## src/rtl/v_compress_encoder_pkg.sv

```systemverilog
`default_nettype none
// ============================================================================
//  Module      : v_compress_encoder_pkg
//  Description : Shared constants and FSM state type for the V-polynomial
//                4-bit compress/pack encoder.
//  Revision    : 1.0 - initial release
// ============================================================================
package v_compress_encoder_pkg;

    localparam int KYBER_Q = 3329;
    localparam int KYBER_N = 256;
    localparam int DV      = 4;
    localparam int V_BYTES = 128;

    typedef enum logic [2:0] {
        IDLE  = 3'd0,
        RD_LO = 3'd1,
        RD_HI = 3'd2,
        LATCH = 3'd3,
        OUT   = 3'd4,
        DONE  = 3'd5
    } enc_state_t;

endpackage
`default_nettype wire

```

## src/rtl/v_compress_encoder_compress_dv.sv

```systemverilog
`default_nettype none
// ============================================================================
//  Module      : compress_dv
//  Description : Combinational reduce-then-compress of one coefficient to
//                DV bits: c = floor((16*x' + 1664) / Q) mod 16, where
//                x' = x - Q when x >= Q.
//  Revision    : 1.0 - initial release
// ============================================================================
module compress_dv
    import v_compress_encoder_pkg::*;
(
    input  logic [15:0]   i_x,
    output logic [DV-1:0] o_c
);

    logic        w_ge_q;
    logic [15:0] w_red;
    logic [16:0] w_num;

    // Single conditional subtract; legal inputs never exceed 2Q-1, so the
    // reduced value always fits in 12 bits and 16*x'+1664 fits in 17 bits.
    always_comb begin
        w_ge_q = (i_x >= 16'(KYBER_Q));
        w_red  = w_ge_q ? (i_x - 16'(KYBER_Q)) : i_x;
        w_num  = 17'({w_red, 4'b0000}) + 17'd1664;
        o_c    = DV'(w_num / 17'(KYBER_Q));
    end

endmodule
`default_nettype wire

```

## src/rtl/v_compress_encoder.sv

```systemverilog
`default_nettype none
// ============================================================================
//  Module      : v_compress_encoder
//  Description : Reads 256 coefficients from a registered-read register file,
//                compresses each to 4 bits and streams 128 packed bytes over a
//                valid/ready interface. Optional sticky out-of-range flag is
//                built only when V_ENC_RANGE_CHECK_EN is defined.
//  Revision    : 1.0 - initial release
// ============================================================================
module v_compress_encoder
    import v_compress_encoder_pkg::*;
(
    input  logic        clk,
    input  logic        rst,
    input  logic        start,
    output logic        busy,
    output logic        done,
    output logic        reg_read_enable,
    output logic [7:0]  reg_index,
    input  logic [15:0] reg_data,
    output logic [7:0]  byte_out,
    output logic        byte_valid,
    input  logic        byte_ready,
    output logic        range_err
);

    enc_state_t      r_state;
    enc_state_t      w_state_nxt;
    logic [6:0]      r_k;
    logic [DV-1:0]   r_lo;
    logic [7:0]      r_byte;
    logic [7:0]      r_idx_hold;
    logic [DV-1:0]   w_c;

    // One compressor shared by both nibbles: reg_data carries the low
    // coefficient in RD_HI and the high coefficient in LATCH.
    compress_dv u_compress (
        .i_x (reg_data),
        .o_c (w_c)
    );

    // State register.
    always_ff @(posedge clk) begin
        if (rst) begin
            r_state <= IDLE;
        end else begin
            r_state <= w_state_nxt;
        end
    end

    // Next-state decode and state-derived outputs.
    always_comb begin
        w_state_nxt     = r_state;
        busy            = 1'b0;
        done            = 1'b0;
        reg_read_enable = 1'b0;
        reg_index       = r_idx_hold;
        byte_valid      = 1'b0;
        case (r_state)
            IDLE: begin
                if (start) begin
                    w_state_nxt = RD_LO;
                end
            end
            RD_LO: begin
                busy            = 1'b1;
                reg_read_enable = 1'b1;
                reg_index       = {r_k, 1'b0};
                w_state_nxt     = RD_HI;
            end
            RD_HI: begin
                busy            = 1'b1;
                reg_read_enable = 1'b1;
                reg_index       = {r_k, 1'b1};
                w_state_nxt     = LATCH;
            end
            LATCH: begin
                busy        = 1'b1;
                w_state_nxt = OUT;
            end
            OUT: begin
                busy       = 1'b1;
                byte_valid = 1'b1;
                if (byte_ready) begin
                    w_state_nxt = (r_k == 7'(V_BYTES - 1)) ? DONE : RD_LO;
                end
            end
            DONE: begin
                done        = 1'b1;
                w_state_nxt = IDLE;
            end
            default: begin
                w_state_nxt = IDLE;
            end
        endcase
    end

    // Byte counter, nibble capture, output byte and read-index hold.
    always_ff @(posedge clk) begin
        if (rst) begin
            r_k        <= 7'd0;
            r_lo       <= '0;
            r_byte     <= 8'h00;
            r_idx_hold <= 8'h00;
        end else begin
            r_idx_hold <= reg_index;
            case (r_state)
                IDLE: begin
                    if (start) begin
                        r_k <= 7'd0;
                    end
                end
                RD_HI: begin
                    r_lo <= w_c;
                end
                LATCH: begin
                    r_byte <= {w_c, r_lo};
                end
                OUT: begin
                    if (byte_ready && (r_k != 7'(V_BYTES - 1))) begin
                        r_k <= r_k + 7'd1;
                    end
                end
                default: begin
                end
            endcase
        end
    end

    assign byte_out = r_byte;

`ifdef V_ENC_RANGE_CHECK_EN
    logic r_range_err;

    // Sticky flag: any coefficient read back at or above Q; cleared by a new
    // accepted start so each block reports independently.
    always_ff @(posedge clk) begin
        if (rst) begin
            r_range_err <= 1'b0;
        end else if ((r_state == IDLE) && start) begin
            r_range_err <= 1'b0;
        end else if (((r_state == RD_HI) || (r_state == LATCH)) &&
                     (reg_data >= 16'(KYBER_Q))) begin
            r_range_err <= 1'b1;
        end
    end

    assign range_err = r_range_err;
`else
    assign range_err = 1'b0;
`endif

endmodule
`default_nettype wire

```

## config.mk

```make
export PLATFORM = sky130hd
export DESIGN_NAME = v_compress_encoder
export DESIGN_NICKNAME = d
export VERILOG_FILES = /design/src/rtl/v_compress_encoder_pkg.sv /design/src/rtl/v_compress_encoder_compress_dv.sv /design/src/rtl/v_compress_encoder.sv
export SDC_FILE = /design/constraint.sdc
export NUM_CORES = 1
export LEC_CHECK = 0
export BUFFER_PORTS_ARGS = -buffer_cell sky130_fd_sc_hd__buf_2
export CAP_MARGIN = 25
export CORE_ASPECT_RATIO = 1.5
export CORE_MARGIN = 2
export CORE_UTILIZATION = 38
export CTS_CLUSTER_DIAMETER = 200
export DETAILED_ROUTE_END_ITERATION = 16
export PLACE_DENSITY = 0.53
export SLEW_MARGIN = 20
export SYNTH_ARGS = -nofsm -noshare
export SYNTH_HDL_FRONTEND = slang
export SYNTH_SLANG_ARGS = --single-unit
```

## constraint.sdc

```tcl
create_clock -name clk -period 11.33 [get_ports clk]
set_input_delay 0 -clock clk [delete_from_list [all_inputs] [get_ports clk]]
set_output_delay 0 -clock clk [all_outputs]
set_load 0.01 [all_outputs]
```

# ---- Word level (Yosys, flattened, before mapping)
# Cells that the tools add are included.
dict set report totals {
  ff_bits 30
  wordCells 40
  output_inout_bits 21
}
dict set report classes {
  mux 13
  order_cmp 1
  n_eq_ne 10
  n_reduce_logical 7
  add_sub_neg 3
  n_div 1
}
# op n
set op_table {}
lappend op_table {{$add A17 B11 Y17 const B} 1}
lappend op_table {{$div A17 B12 Y17 const B} 1}
lappend op_table {{$ge A16 B12 Y1 const B} 1}
lappend op_table {{$pmux W8 S2} 1}
lappend op_table {{$pmux W3 S5} 1}
lappend op_table {{$mux W7} 2}
lappend op_table {{$pmux W7 S2} 1}
lappend op_table {{$mux W13} 1}
lappend op_table {{$sub A13 B12 Y13 const B} 1}
lappend op_table {{$mux W3} 3}
lappend op_table {{$add A7 B1 Y7 const B} 1}
lappend op_table {{$eq A7 B7 Y1 const B} 1}
lappend op_table {{$ne A7 B7 Y1 const B} 1}
lappend op_table {{$eq A3 B2 Y1 const B} 2}
lappend op_table {{$eq A3 B3 Y1 const B} 2}
lappend op_table {{$ne A2 B2 Y1 const B} 3}
lappend op_table {{$mux W1} 4}
lappend op_table {{$reduce_or A4 Y1} 1}
lappend op_table {{$eq A3 B1 Y1 const B} 1}
lappend op_table {{$logic_not A3 Y1} 1}
lappend op_table {{$reduce_and A3 Y1} 1}
lappend op_table {{$reduce_and A2 Y1} 1}
lappend op_table {{$reduce_bool A2 Y1} 1}
lappend op_table {{$reduce_or A2 Y1} 1}
lappend op_table {{$logic_and A1 B1 Y1} 1}

# ---- Longest topological paths before layout
# Gate-level depths: netlist of run 1.
dict set report logic_depth {
  depth_word 4
  mapped_depth 46
  depth_no_buf 42
}

# ---- Hierarchy
# From an unflattened synthesis of run 1, not the netlist that was laid out.
dict set report hier_totals {
  cells_unflattened 636
  area_unflattened_um2 4962.3
}
# mod area_each_um2 seq_area_each_um2 cells_per_inst n_inst
set modules_own_cells {}
lappend modules_own_cells {compress_dv 3513.4 0.0 492 1}
lappend modules_own_cells {v_compress_encoder 1448.9 600.6 144 1}

# ---- Worst setup path after synthesis of run 1
# Ideal clock, no wire load.
dict set report synth_timing {
  kind {input to register}
  startpoint {in reg_data[1]}
  endpoint {reg r_byte[4], in the netlist byte_out[4]}
  setup_time_ps 91
  stages 44
  t_arrival_ps 9224
  setup_slack_ps 2015
  cell_sequence {inv_1 -> ha_1 -> or4b_1 -> buf_2 -> o21a_4 -> buf_2 -> a211oi_1 -> or2_1 -> buf_2 -> inv_1 -> ha_1 -> xor2_1 -> xnor2_1 -> or4b_1 -> o211a_1 -> o22ai_2 -> buf_2 -> xnor2_1 -> (+8 left out) -> o211a_1 -> nor2_1 -> clkinv_1 -> ha_1 -> o2111ai_1 -> nor4b_1 -> o2111ai_2 -> nand3_2 -> nand2_1 -> inv_1 -> ha_1 -> nor2_1 -> nand3_1 -> o41ai_1 -> a21oi_1 -> o32ai_1 -> o2111ai_1 -> a311oi_1}
}
dict set report synth_between {
  elab_chain_len 4
  word_cells_on_any_way 5
  classes_between {add/sub: 2; div: 1; order compare: 1; mux: 1}
}
# element line
set synth_rtl {}
lappend synth_rtl {{start: declaration} v_compress_encoder.sv:20} ;# input logic [15:0] reg_data,
lappend synth_rtl {{$sub A13 B12 Y13 / $ge A16 B12 Y1 (equally long branches)} {v_compress_encoder_compress_dv.sv:24, v_compress_encoder_compress_dv.sv:23}}
lappend synth_rtl {{$mux W13 *} v_compress_encoder_compress_dv.sv:24} ;# w_red = w_ge_q ? (i_x - 16'(KYBER_Q)) : i_x;
lappend synth_rtl {{$add A17 B11 Y17 *} v_compress_encoder_compress_dv.sv:25} ;# w_num = 17'({w_red, 4'b0000}) + 17'd1664;
lappend synth_rtl {{$div A17 B12 Y17 *} v_compress_encoder_compress_dv.sv:26} ;# o_c = DV'(w_num / 17'(KYBER_Q));
lappend synth_rtl {{end signal: assignment} v_compress_encoder.sv:117} ;# r_byte <= {w_c, r_lo};
lappend synth_rtl {{end: declaration} v_compress_encoder.sv:31} ;# logic [7:0] r_byte;
# Mark *: on every way between the ends. The rest lies on a longest branch, timed or not.
# A chain may end at the register's enable or synchronous reset.

# ---- Worst setup path after layout of run 1
dict set report layout_timing {
  startpoint {in reg_data[1]}
  endpoint {reg r_lo[0]}
}
dict set report layout_between {
  elab_chain_len 4
  word_cells_on_any_way 5
  classes_between {add/sub: 2; div: 1; order compare: 1; mux: 1}
}
# element line
set layout_rtl {}
lappend layout_rtl {{$sub A13 B12 Y13 / $ge A16 B12 Y1 (equally long branches)} {v_compress_encoder_compress_dv.sv:24, v_compress_encoder_compress_dv.sv:23}}
lappend layout_rtl {{$mux W13 *} v_compress_encoder_compress_dv.sv:24}
lappend layout_rtl {{$add A17 B11 Y17 *} v_compress_encoder_compress_dv.sv:25}
lappend layout_rtl {{$div A17 B12 Y17 *} v_compress_encoder_compress_dv.sv:26}
lappend layout_rtl {{end signal: assignment} v_compress_encoder.sv:114} ;# r_lo <= w_c;
lappend layout_rtl {{end: declaration} v_compress_encoder.sv:30} ;# logic [DV-1:0] r_lo;
# Marks and branches as above.

==> flow_metrics.py, run 1 <==
metrics = {
    "synth": {
        "syn_nets": 698,
        "ys.flop_type": "dfxtp_1",
        "yosysWarnings": 0,
        "synth_seq_cells": 30,
        "syn_area_mm2": 0.004960,
        "synth.avg_cell_area_um2": 7.447,
        "synth-seq-area-share_pct": 12.11,
        "async_flop_share_pct": 0,
        "syn_inst": 666,
        "synth_edf_count": 0,
        "synth_cell_types": 98,
    },
    "timing": {
        "finalHoldViolations": 0,
        "period_minus_slack_ns": 10.35,
        "tns_ns": 0,
        "fin_crit_sh_pct": 91.34,
        "timing.max_slew.rel_slack_pct": 49.21,
        "drv_slew": 0,
        "finalSetupViolations": 0,
        "max_freq_mhz": 96.63,
        "rsz0062_at_grt": "false",
        "fin_skew_ns": 0.0009839,
        "tightest_slew_ns": 0.7599,
    },
    "setup_path": {
        "start_kind": "primary input",
        "worstRegToRegCells": 11,
        "crit_required_ns": 11.44,
        "path_class": "in -> reg",
        "slowest_stage": "a2111oi_4",
        "slowest_delay_ns": 0.67,
        "crit_top_cell": "ha_1",
        "reg2reg_slack_ns": 8.95,
        "r2r_start": "r_k[0]$_SDFFE_PP0P_",
        "end_kind": "flop",
        "worstPathArrival_ns": 10.46,
        "critPathMaxFanout": 15,
        "timing.rr.end": "r_k[5]$_SDFFE_PP0P_",
    },
    "die": {
        "io_pins": 41,
        "start_util_pct": 38.48,
        "coreArea_mm2": 0.01289,
        "dieArea_mm2": 0.01400,
        "die_h_um": 143.9,
        "row_count": 51,
        "die-width_um": 97.28,
    },
    "job": {
        "max_cap_viol_count": 0,
    },
    "min_path": {
        "hold_path.class": "in -> reg",
        "hold_end": "r_state[0]$_SDFFE_PP0P_",
        "hp-start": "byte_ready",
        "hold_depth": 3,
    },
    "route": {
        "antenna_left": 0,
        "drc_errors": 0,
        "vias_per_cell": 6.344,
        "dr.pass1.iters": 4,
        "dr_total_vias": 5361,
        "drt_iter0_drc": 263,
        "wirelength_um": 15630,
        "wl_per_cell_um": 18.50,
    },
    "power_and_ir_drop": {
        "powerDensity_mw_per_mm2": 158.5,
        "irDropWorstVdd_mv": 0.08396,
        "p_leak_nw": 1.930,
    },
    "cts": {
        "cts_sinks": 30,
        "cts_tree": "yes",
        "holdBufCountCts": 0,
        "clk_latency_ns": 0.26,
        "clk_pin_slew_worst_paths_ns": 0.05,
        "numCtsBuffers": 5,
        "cts_root_buf": "clkbuf_16",
        "max-clock-path-buffers": 2,
        "cts.htree.levels": 2,
    },
    "finish": {
        "drive_above_1_share_pct": 16.18,
        "fin_util_pct": 42.04,
        "nets": 719,
        "syn2layout_area_growth_pct": 9.258,
        "n_antenna_cell": 0,
    },
    "grt": {
        "grt_overflow_total": 0,
        "grt_pass1_vias": 5203,
        "antenna_found_initial": 0,
        "grt_pass1_wl_um": 25450,
        "grt_util_all_layers_pct": 21.65,
        "grt_max_degree": 25,
    },
    "placed_design": {
        "io_buffers": 39,
        "gp_congestion": 1.014,
        "hpwl_um": 12740,
    },
    "outcome": {
        "status": "completed",
    },
}
-- state kept, by name (all words and copies together) (netlist names) --
name	flops
r_k	7
r_idx_hold	8
byte_out	8
r_lo	4
r_state	3
-- per-layer routing --
layer  vias up  part of all wire (%)  GRT usage (%)
li1       2642                     -              -
met1      2546                    38          21.72
met2       129                    56          44.63
met3        44                   1.9          1.459
met4         0                   4.6          10.16
met5         -                     0              0
-- critical path, delay by kind of cell --
| kind | cells | cell delay, ns |
|---|---|---|
| compound gates | 13 | 3.85 |
| simple gates | 13 | 3.17 |
| fa+ha+maj | 6 | 1.70 |
| buf+inv | 6 | 0.81 |
| xor+xnor | 3 | 0.47 |
| mux | 1 | 0.42 |
-- layout make-up --
type	instances	area [um^2]
Sequential cell	30	600.6
Inverter	17	63.81
Tap cell	159	198.9
Multi-Input combinational cell	586	4161
Clock buffer	6	138.9
Timing Repair Buffer	47	255.2
Fill cell	1364	7471
-- cell families (layout without fill, tap and decap cells) --
group                      count (synthesis)  count (layout)  share of synthesized area, %
xor gates and xnor gates                  45              45                         8.703
muxes                                     24              24                         5.247
DFF                                       30              30                         12.11
AOI/OAI and AO/OA                        237             237                         38.09
and+or+nand+nor                          267             267                         28.36
adders and majority gates                 12              12                         3.027
buffers and inverters                     50              70                         4.390
other                                      1               1                       0.07561
-- synth_stat cells (3+ instances only) --
cell type / instances / area, um^2
nor4_1: 6 / 37.54
o21ai_1: 6 / 30.03
nor3_2: 4 / 40.04
xnor2_1: 23 / 201.4
o21a_1: 8 / 60.06
o31ai_1: 8 / 60.06
a211oi_1: 22 / 165.2
mux2i_1: 11 / 110.1
o21ai_0: 30 / 150.1
ha_1: 12 / 150.1
and2_1: 8 / 50.05
a2bb2oi_1: 3 / 26.28
a2111oi_0: 6 / 52.55
nor2b_1: 14 / 87.58
or4b_1: 3 / 30.03
o41ai_1: 4 / 35.03
o211a_1: 8 / 80.08
and3_1: 8 / 50.05
xor2_1: 18 / 157.7
nor3_1: 27 / 135.1
nor2_1: 61 / 229.0
inv_1: 16 / 60.06
a311oi_1: 7 / 61.31
nand3_1: 25 / 125.1
o211ai_1: 13 / 97.59
nand2b_1: 12 / 75.07
a21o_1: 8 / 60.06
a21oi_1: 31 / 155.2
a31oi_1: 8 / 50.05
nand2_1: 56 / 210.2
or3_1: 5 / 31.28
mux2_2: 11 / 123.9
o221ai_1: 3 / 26.28
dfxtp_1: 30 / 600.6
o32ai_1: 4 / 35.03
a221oi_1: 5 / 43.79
buf_2: 12 / 60.06
a31o_2: 6 / 52.55
or4_1: 4 / 30.03
clkbuf_1: 16 / 60.06
and4_1: 3 / 26.28
nand4_1: 11 / 68.82
nor4b_1: 4 / 35.03
o2111ai_1: 9 / 78.83
-- stage by stage --
stage	instances	total power, mW	hold WS, ns	instance area [um^2]	worst slack, ns
floorplan	666	0.5907	0.07161	4960	2.015
global placement	839	0.7184	0.3100	5260	0.6951
detailed placement	839	0.7243	0.3151	5260	0.3320
CTS	845	0.8517	0.03917	5399	0.5038
global route	845	0.9305	0.04870	5419	0.04309
finish	845	0.8588	0.04044	5419	0.9817
-- where the power goes --
part / switching (mW) / leakage [nW] / internal, mW
Sequential: 0.00489 / 0.243 / 0.111
Clock: 0.0382 / 0.0688 / 0.0842
Combinational: 0.392 / 1.62 / 0.229
Total: 0.435 / 1.93 / 0.424
-- cell usage in the layout (no fill, tap or decap), types with 16 or more instances in the layout --
master / instances
inv_1: 16
nand2_1: 56
o21ai_0: 29
nand3_1: 25
a211oi_1: 22
dfxtp_1: 30
a21oi_1: 31
nor3_1: 27
xnor2_1: 23
nor2_1: 61
xor2_1: 18
buf_2: 39
-- worst max-delay path by stage --
stage / from / depth (start not counted) / end / slack, ns
after CTS: reg_data[1] / 41 / r_lo[0]$_SDFFE_PP0P_ / 0.50
after detailed placement: reg_data[1] / 41 / r_lo[0]$_SDFFE_PP0P_ / 0.33
after floorplan: reg_data[1] / 44 / byte_out[4]$_SDFFE_PP0P_ / 2.02
after global placement: reg_data[1] / 41 / r_lo[0]$_SDFFE_PP0P_ / 0.70
after global routing: reg_data[1] / 41 / r_lo[0]$_SDFFE_PP0P_ / 0.04
final: reg_data[1] / 42 / r_lo[0]$_SDFFE_PP0P_ / 0.98
-- repair_timing --
action | CTS | global route
setup endpoints to repair | 0 | 2
gates resized for setup | 0 | 5
setup buffers | 0 | 0
(Power assumes the default switching activity.)
==> run 2: changes to the inputs <==
--- a/config.mk
+++ b/config.mk
@@ -12,7 +12,7 @@
 export CORE_UTILIZATION = 38
 export CTS_CLUSTER_DIAMETER = 200
 export DETAILED_ROUTE_END_ITERATION = 16
-export PLACE_DENSITY = 0.53
+export PLACE_DENSITY_LB_ADDON = 0.15
 export SLEW_MARGIN = 20
 export SYNTH_ARGS = -nofsm -noshare
 export SYNTH_HDL_FRONTEND = slang
==> run 2 against run 1 <==
Against the previous run: flip-flop and latch count did not move; power rose by 2.1%; die area did not move; clock power rose by 7%; register-to-register slack barely moved; clock skew rose by 0.0048 ns; sequential share of layout area barely moved; core utilization rose by 0.16 points; first-iteration DRC count fell by 4.6%; wire length rose by 1.8%.
==> flow_metrics.py, run 2 (synthesis results as in run 1) <==
metrics = {
    "outcome": {
        "status": "completed",
    },
    "route": {
        "antenna_left": 0,
        "vias_per_cell": 6.329,
        "dr_total_vias": 5373,
        "top_layer": "met4",
        "wl_per_cell_um": 18.75,
        "wirelength_um": 15920,
        "met1_length_um": 5931,
        "dr.pass1.iters": 5,
        "dr_wl_met2_um": 8569,
        "met3_length_um": 362,
        "drc_errors": 0,
        "drt_iter0_drc": 251,
    },
    "timing": {
        "timing.hold.ws_ns": 0.03676,
        "period_minus_slack_ns": 10.61,
        "tns_ns": 0,
        "fin_skew_ns": 0.005749,
        "tightest_slew_ns": 0.8184,
        "drv_slew": 0,
        "finalSetupViolations": 0,
        "rsz0062_at_grt": "false",
        "max_freq_mhz": 94.26,
        "timing.max_slew.rel_slack_pct": 44.73,
        "finalHoldViolations": 0,
        "fin_crit_sh_pct": 93.64,
    },
    "setup_path": {
        "crit_required_ns": 11.45,
        "critPathMaxFanout": 15,
        "crit_top_cell": "ha_1",
        "slowest_delay_ns": 0.63,
        "slowest_stage": "or4b_1",
        "start_kind": "primary input",
        "crit_family": "compound AO/OA/AOI/OAI gates",
        "end_kind": "flop",
        "worstPathArrival_ns": 10.73,
        "crit_buf_inv": 6,
        "path_class": "in -> reg",
    },
    "min_path": {
        "hold_path.class": "in -> reg",
    },
    "cts": {
        "cts_sinks": 30,
        "cts_tree": "yes",
        "numCtsBuffers": 5,
        "clk_pin_slew_worst_paths_ns": 0.05,
        "cts_setup_buffers": 0,
        "clk_latency_ns": 0.27,
        "cts_root_buf": "clkbuf_16",
        "cts.htree.levels": 2,
        "holdBufCountCts": 0,
        "cts_resized": 0,
        "max-clock-path-buffers": 2,
    },
    "grt": {
        "grt_util_all_layers_pct": 22.14,
        "grt_max_degree": 25,
        "grt_overflow_total": 0,
        "antenna_found_initial": 0,
        "grt_pass1_vias": 5353,
        "grt_pass1_wl_um": 25770,
    },
    "die": {
        "row_count": 51,
        "die_h_um": 143.9,
        "dieArea_mm2": 0.01400,
        "coreArea_mm2": 0.01289,
        "die-width_um": 97.28,
        "start_util_pct": 38.48,
        "io_pins": 41,
    },
    "finish": {
        "nFillCells": 1385,
        "final_cell_mix": "nor2_1 (61), nand2_1 (56), buf_2 (39), a21oi_1 (31)",
        "mostFrequentLayoutCell": "nor2_1",
        "multiInputGateArea_mm2": 0.004155,
        "drive_above_1_share_pct": 16.38,
        "n_antenna_cell": 0,
        "nets": 721,
        "layout.area.seq_um2": 600.6,
        "syn2layout_area_growth_pct": 9.687,
        "design_area_mm2": 0.005440,
    },
    "power_and_ir_drop": {
        "irDropWorstVdd_mv": 0.06404,
        "powerDensity_mw_per_mm2": 161.2,
        "p_leak_nw": 1.948,
    },
    "placed_design": {
        "io_buffers": 39,
        "gp_congestion": 1.011,
        "placed_area_mm2": 0.005275,
        "hpwl_um": 13010,
    },
    "job": {
        "max_cap_viol_count": 0,
    },
}
## run 2: worst paths after layout
| check | endpoint | cells past startpoint | slack (ns) | startpoint |
|---|---|---|---|---|
| max | r_lo[0]$_SDFFE_PP0P_ | 41 | 0.72 | reg_data[1] |
| max reg2reg | r_k[5]$_SDFFE_PP0P_ | 11 | 8.94 | r_k[0]$_SDFFE_PP0P_ |
| min | r_state[0]$_SDFFE_PP0P_ | 3 | 0.04 | byte_ready |
| min reg2reg | byte_out[1]$_SDFFE_PP0P_ | 2 | 0.46 | byte_out[1]$_SDFFE_PP0P_ |
## run 2: worst register-to-register path, delay by kind of cell (launching register included)
kind,cells,cell delay [ns]
AND/OR/NAND/NOR,8,1.54
AO/OA/AOI/OAI,2,0.18
flip-flops,1,0.35
adder cells (fa/ha/maj),1,0.25
## run 2: cell type report
type,count,area share [%]
sequential,30,11.04
inverter,17,1.173
multi-input combinational,586,76.38
timing repair buffer,49,4.968
clock buffer,6,2.553
clock inverter,2,0.2300
tap,159,3.657
## run 2: per-stage QoR
step	total power, mW	worst slack (ns)	util [%]	std cells
2_1_floorplan	0.5907	2.015	-	666
3_3_place_gp	0.7363	0.6093	40.92	841
3_5_place_dp	0.7369	0.1883	40.92	841
4_1_cts	0.8730	0.4521	42.10	849
5_1_grt	0.9498	0.04151	42.21	849
6_report	0.8772	0.7210	42.21	849
## run 2: metal layers
layer  track usage, %  vias up
li1                 -     2657
met1            20.93     2493
met2            44.19      161
met3            2.286       62
met4            15.28        0
met5                0        -
## run 2: power breakdown
group	internal [mW]	switching [mW]
Sequential	0.111	0.00508
Combinational	0.234	0.396
Clock	0.0866	0.0443
Total	0.432	0.445
